[config.mk]
export PLATFORM = sky130hd
export DESIGN_NAME = vga_fb_arbiter
export DESIGN_NICKNAME = d
export VERILOG_FILES = /design/src/rtl/vga_fb_arbiter.sv
export SDC_FILE = /design/constraint.sdc
export NUM_CORES = 1
export LEC_CHECK = 0
export CORE_MARGIN = 10
export CORE_UTILIZATION = 37
export DETAILED_ROUTE_END_ITERATION = 7
export HOLD_SLACK_MARGIN = 0.08
export PLACE_DENSITY = 0.78
export SETUP_SLACK_MARGIN = 0.2
export SLEW_MARGIN = 30
export SYNTH_ARGS = -nofsm -noshare
export SYNTH_HDL_FRONTEND = slang
export SYNTH_SLANG_ARGS = --single-unit
[constraint.sdc]
create_clock -name clk -period 2.2 [get_ports clk]
set_clock_uncertainty 0.1 [all_clocks]
set_input_delay 0.55 -clock clk [delete_from_list [all_inputs] [get_ports clk]]
set_output_delay 0.55 -clock clk [all_outputs]
set_load 0.03 [all_outputs]
[src/rtl/vga_fb_arbiter.sv]
// Frame-buffer arbiter: one single-port RAM shared by the VGA read path (one slot per pixel) and a pixel writer.
// Optional statistics outputs (frame_cnt, wr_stall_cnt) are enabled by defining VGA_FB_ARB_STATS_EN.
module vga_fb_arbiter #(
    parameter int DATA_W      = 16,
    parameter int ADDR_W      = 17,
    parameter int FB_W        = 320,
    parameter int FB_H        = 240,
    parameter int SCALE_SHIFT = 1
) (
    input  logic              clk,
    input  logic              reset,
    input  logic              pclk_tick,
    input  logic              de,
    input  logic [9:0]        x_pixel,
    input  logic [9:0]        y_pixel,
    input  logic              wr_valid,
    output logic              wr_ready,
    input  logic [ADDR_W-1:0] wr_addr,
    input  logic [DATA_W-1:0] wr_data,
    output logic              mem_en,
    output logic              mem_we,
    output logic [ADDR_W-1:0] mem_addr,
    output logic [DATA_W-1:0] mem_wdata,
    input  logic [DATA_W-1:0] mem_rdata,
    output logic [DATA_W-1:0] pix_data,
    output logic              pix_valid,
    output logic              sync_err
`ifdef VGA_FB_ARB_STATS_EN
    ,
    output logic [15:0]       frame_cnt,
    output logic [15:0]       wr_stall_cnt
`endif
);

    localparam int STAGES = 1;
    localparam logic [ADDR_W:0] FB_SIZE = (ADDR_W+1)'(FB_W * FB_H);

    typedef enum logic {SYNC, RUN} state_t;

    typedef struct packed {
        logic              en;
        logic              we;
        logic [ADDR_W-1:0] addr;
        logic [DATA_W-1:0] wdata;
    } fb_req_t;

    state_t            state;
    logic [1:0]        phase;
    logic              de_q;
    logic              de_d2;
    logic [ADDR_W-1:0] rd_addr;
    logic [STAGES:0]   vld_pipe;   // [0]: display slot cycle, [1]: read data cycle
    logic [31:0]       rd_addr_full;
    logic              disp_slot;
    logic              wr_fire;
    fb_req_t           req;

    assign rd_addr_full = 32'(y_pixel >> SCALE_SHIFT) * 32'(FB_W) + 32'(x_pixel >> SCALE_SHIFT);

    assign disp_slot = (state == RUN) && vld_pipe[0] && de_q;
    assign wr_ready  = !reset && !disp_slot;
    assign wr_fire   = wr_valid && wr_ready;

    always_comb begin
        req = '0;
        if (reset) begin
            req = '0;
        end else if (disp_slot) begin
            req.en   = 1'b1;
            req.addr = rd_addr;
        end else if (wr_fire && ({1'b0, wr_addr} < FB_SIZE)) begin
            // out-of-range writes are accepted but never reach the RAM
            req.en    = 1'b1;
            req.we    = 1'b1;
            req.addr  = wr_addr;
            req.wdata = wr_data;
        end
    end

    assign mem_en    = req.en;
    assign mem_we    = req.we;
    assign mem_addr  = req.addr;
    assign mem_wdata = req.wdata;

    always_ff @(posedge clk or posedge reset) begin
        if (reset) begin
            state     <= SYNC;
            phase     <= 2'd0;
            sync_err  <= 1'b0;
            de_q      <= 1'b0;
            de_d2     <= 1'b0;
            rd_addr   <= '0;
            vld_pipe  <= '0;
            pix_data  <= '0;
            pix_valid <= 1'b0;
        end else begin
            vld_pipe <= {vld_pipe[STAGES-1:0], pclk_tick};
            de_d2    <= de_q;
            if (pclk_tick) begin
                de_q    <= de;
                rd_addr <= rd_addr_full[ADDR_W-1:0];
            end
            case (state)
                SYNC: begin
                    if (pclk_tick) begin
                        state <= RUN;
                        phase <= 2'd0;
                    end
                end
                RUN: begin
                    if (pclk_tick) begin
                        if (phase != 2'd3) sync_err <= 1'b1;
                        phase <= 2'd0;
                    end else if (phase != 2'd3) begin
                        phase <= phase + 2'd1;
                    end
                end
                default: state <= SYNC;
            endcase
            if (vld_pipe[STAGES]) begin
                pix_valid <= de_d2;
                pix_data  <= de_d2 ? mem_rdata : '0;
            end
        end
    end

`ifdef VGA_FB_ARB_STATS_EN
    always_ff @(posedge clk or posedge reset) begin
        if (reset) begin
            frame_cnt    <= '0;
            wr_stall_cnt <= '0;
        end else begin
            if (pclk_tick && x_pixel == 10'd0 && y_pixel == 10'd0)
                frame_cnt <= frame_cnt + 16'd1;
            if (wr_valid && !wr_ready && wr_stall_cnt != 16'hFFFF)
                wr_stall_cnt <= wr_stall_cnt + 16'd1;
        end
    end
`endif

endmodule

After elaboration in Yosys (flattened, before gate mapping)
Index checks and enable logic that the tools add are counted.
Word-level totals
  flip-flop bits (word level): 42
  word-level logic and storage cells: 39
Cells by class
  $add $sub $neg: 2
  multipliers: 1
  magnitude comparators: 1
  eq/ne operators: 3
  mux-type cells: 13
  bitwise operators: 1
  reductions and logical operators: 9
Operators by type and width (number)
  $mux 35: 2
  $mux 16: 2
  $add 17x9->17: 1
  $lt 17x17->1 const B: 1
  $mux 17: 1
  $mul 9x3->11 const B: 1
  $mux 2: 3
  $logic_and 1x1->1: 5
  $mux 1: 4
  $ne 2x2->1 const B: 2
  $pmux 2 s2: 1
  $ne 3x2->1 const B: 1
  $reduce_and 3->1: 1
  $add 2x1->2 const B: 1
  $logic_not 1->1: 2
  $reduce_and 2->1: 1
  $not 1->1: 1

Longest topological paths before layout
  depth in word-level cells: 9
  mapped depth: 9

Worst setup path before layout
OpenSTA, ideal clock, no wires.
  path kind: input to register
  start: in y_pixel[2]
  end: reg rd_addr[16]
  setup time: 0.125 ns
  arrival: 2.782 ns
  required time: 1.975 ns
  slack: -0.807 ns
  stages: 9
  buffers on the path: 0
  cell sequence: ha_1 > ha_1 > fa_1 > a211oi_1 > or2_1 > nand3_2 > nor4_2 > xnor3_1 > mux2_4
On the way
  word-level cells in the longest chain between the ends: 2
RTL lines
  from (decl): RTL line 15  | input logic [9:0] y_pixel,
  $mul 9x3->11: RTL line 58  | assign rd_addr_full = 32'(y_pixel >> SCALE_SHIFT) * 32'(FB_W) + 32'(x_pixel >> SCALE_SHIFT);
  $add 17x9->17: RTL line 58
  to (signal assigned): RTL line 101  | rd_addr <= rd_addr_full[ADDR_W-1:0];
  to (decl): RTL line 51  | logic [ADDR_W-1:0] rd_addr;
No other way between the ends.
A chain may end at the register's enable or synchronous reset.

Worst setup path after layout
Same ends and word-level chain as after synthesis.

==> results <==
## sequential cells by signal (all words and copies together), names as in the netlist
| name | count |
|---|---|
| pix_data | 16 |
| vld_pipe | 2 |
| phase | 2 |
| sync_err | 1 |
| state | 1 |
| pix_valid | 1 |
| de_q | 1 |
| de_d2 | 1 |
| rd_addr | 17 |
## worst paths after layout
kind,endpoint,cells after the start,startpoint,slack (ns)
worst max-delay path,rd_addr[16]$_DFFE_PP0P_,11,y_pixel[2],-0.62
worst min-delay path,vld_pipe[1]$_DFF_PP0_,0,vld_pipe[0]$_DFF_PP0_,0.29
worst max register to register,phase[1]$_DFFE_PP0P_,4,phase[0]$_DFFE_PP0P_,0.86
worst min register to register,vld_pipe[1]$_DFF_PP0_,0,vld_pipe[0]$_DFF_PP0_,0.29
max in group asynchronous,pix_data[9]$_DFFE_PP0P_,4,reset,1.09
min in group asynchronous,rd_addr[5]$_DFFE_PP0P_,3,reset,0.41
## per-stage QoR
| step | TNS, ns | std cells | instance area [um^2] | hold WS (ns) | util [%] |
|---|---|---|---|---|---|
| 2_1_floorplan | -7.26 | 277 | 2990 | 0.246 | - |
| 3_3_place_gp | -33.91 | 533 | 4690 | 0.251 | 69.1 |
| 3_5_place_dp | -35.80 | 533 | 4690 | 0.267 | 69.1 |
| 4_1_cts | -18.89 | 555 | 5220 | 0.277 | 76.9 |
| 5_1_grt | -19.98 | 562 | 5500 | 0.292 | 81.0 |
| 6_report | -18.24 | 562 | 5500 | 0.289 | 81.0 |
## routing by layer
layer | wire length (um) | share of wire, %
met1 | 4070 | 39
met2 | 5570 | 54
met3 | 537 | 5.2
met4 | 123 | 1.2
met5 | 0 | 0
## cells in the final DEF, fill, tap and decap left out, drive strengths merged, types with 7 or more instances in the layout
master	count
buf	112
clkdlybuf4s50	53
dfrtp	42
nor2	36
inv	23
o21ai	20
nand2	19
and2	18
ha	18
a22oi	17
dlymetal6s2s	14
mux2	13
dlygate4sd2	12
a21oi	9
xnor2	9
clkbuf	7
## power by group through the flow
stage / clock network, mW / logic (mW) / registers [mW]
after floorplan: 0 / 0.595 / 1.01
after CTS: 0.536 / 1.29 / 0.948
after global placement: 0 / 1.14 / 0.958
final: 0.523 / 1.43 / 0.951
after global routing: 0.567 / 1.52 / 0.964
after detailed placement: 0 / 1.17 / 0.963
## cell type report
| class | instances | area (um^2) |
|---|---|---|
| Fill cell | 370 | 1290 |
| Clock buffer | 6 | 82.6 |
| Clock inverter | 2 | 12.5 |
| Inverter | 24 | 90.1 |
| Tap cell | 96 | 120 |
| Multi-Input combinational cell | 199 | 2070 |
| Sequential cell | 42 | 1050 |
| Timing Repair Buffer | 193 | 2080 |
## kinds of logic (layout without fill, tap and decap cells)
family,Yosys count,count (layout),synth area share [%]
compound gates,61,61,15.4
xor+xnor,12,12,4.59
fa+ha+maj,20,20,10.2
buf+inv,36,225,5.27
flops,42,42,40.6
mux,14,14,6.18
simple gates,92,92,17.7
## timing repair
action	4_1_cts	5_1_grt
gates resized for setup	115	51
pin swaps	46	20
setup buffers	11	7
gates cloned	3	0
endpoints found under the setup margin	50	56
==> metrics.md <==
| Metric | Value |
|---|---|
| Clock Sinks | `42` |
| CP Data Required Time | `2.28 ns` |
| Initial core utilization | `between 30% and 40%` |
| M2 GR Usage | `31.4%` |
| Worst-Margin Slew | `0.645 ns` |
| 1st-pass router iterations | `4` |
| CP endpoint kind | `register` |
| Root Buffer | `clkbuf_8` |
| Synth unique cells | `43` |
| Final Hold Fails | `0` |
| CTS tree | `built` |
| Final number of setup-violating endpoints | `41` |
| Hold WC Path Type | `reg -> reg` |
| CORE AREA | `6790 um^2` |
| Crit-path max FO | `2` |
| Nets | `559` |
| NetSw | `1.02 mW` |
| Post-Syn Instances | `277` |
| Routed vias | `2735` |
| Max IR drop VDD | `0.331 mV` |
| Die W | `104 um` |
| Synthesis warning total | `0` |
| Fmax | `354 MHz` |
| Status | `complete, but fails checks` |
| PortBufs | `roughly 130` |
| Kind of critical path | `in -> reg` |
| Detailed Route WL | `10300 um` |
| Most frequent CP cell | `ha_4` |
| CTS max path bufs | `2` |
| CP peak stage delay | `roughly 0.38 ns` |
| Share of layout cells above drive strength 1 | `50.9%` |
| Main synth FF type | `dfrtp_1` |
| H-tree Lvls | `2` |
| Clk slew on worst S/H paths | `roughly 0.080 ns` |
| Crit path cell chain | `buf_8 -> ha_4 -> ha_4 -> fa_2 -> a211oi_2 -> or2_1 -> buf_6 -> a311oi_4 -> nor4_4 -> xnor3_1 -> mux2_4` |
| Maximum capacitance violations | `0` |
| Total Power | `2.90 mW` |
| Mapped Nets | `371` |
| Growth of design area from synthesis to finish | `112%` |
| GRT met3 Usage | `under 10%` |
| Mean Syn Cell Area | `9.35 um^2` |
| Pin count of the biggest net entering global routing | `30` |
| Vias in the first global route | `2957` |
| Failing checks | `negative setup slack` |
| Clk pwr share | `18.0%` |
| GRT Util Overall | `approximately 18%` |
| DP HPWL | `between 7000 and 8000 um` |
| Tmin final | `2.82 ns` |
| Crit path launch type | `primary input` |
| Ys async rst share | `100%` |
| # IOs | `128` |
| Cts hold-fix bufs | `0` |
| Grt ovf | `0` |
| Routed wire length per instance | `approximately 18 um` |
| Die Area | `10700 um^2` |
| Fin worst setup slack | `-0.625 ns` |
| Crit-path leading delay family | `adder cells` |
| Inserted Diodes | `0` |
| Drt initial violations | `45` |
| Slowest CP cell | `fa_2` |
| Cell with the most instances after synthesis | `dfrtp_1` |
| Critical Path AT | `2.90 ns` |
| Number of enable flip-flop cells after synthesis | `0` |
| Area leader, netlist | `dfrtp_1` |
| Post-DR vias/cell | `between 4 and 5` |
| Share of the synthesized area in the top cell type | `40.6%` |
| RSZ-0062 raised after global routing | `yes` |
| Switching Fraction | `35.0%` |
| Lkg Pwr | `roughly 2.5 nW` |
| Post-DRT Antenna Nets | `0` |
| Worst skew pair latency | `0.29 ns` |
| First-pass GRT wire length | `16000 um` |
| Slew Limit Fails | `0` |
| GRT Max-Usage Layer | `met2` |
| Post-synthesis instance area | `2590 um^2` |
| RD Place Congestion | `approximately 0.86` |
| Buffers and inverters on the worst path | `2` |
| Max-slew headroom | `56.7%` |
| Core Rows | `30` |
| Post-synthesis sequential area ratio | `40.6%` |
| Initial antenna violation count | `0` |
| DRC Markers | `0` |
| Top post-synthesis cells by area | `dfrtp_1 (41%), ha_1 (8.7%), nor2_1 (5.2%)` |
| Met1 GRT Util | `20.9%` |
| Synth Register Bits | `42` |
| CTS Buf Count | `5` |
| Logic gate share of total power | `between 40% and 50%` |
| Post-route clock period utilization | `128%` |
| Pint | `roughly 1.9 mW` |
| Die Y-Extent | `104 um` |
| Place WS | `-1.19 ns` |
| Power density cells | `between 500 and 600 nW/um^2` |
| Register share of total power | `32.8%` |
| Post-synth top cells | `dfrtp_1 (42), nor2_1 (36), inv_1 (24)` |
No activity file was read; power rests on OpenSTA's default activity.
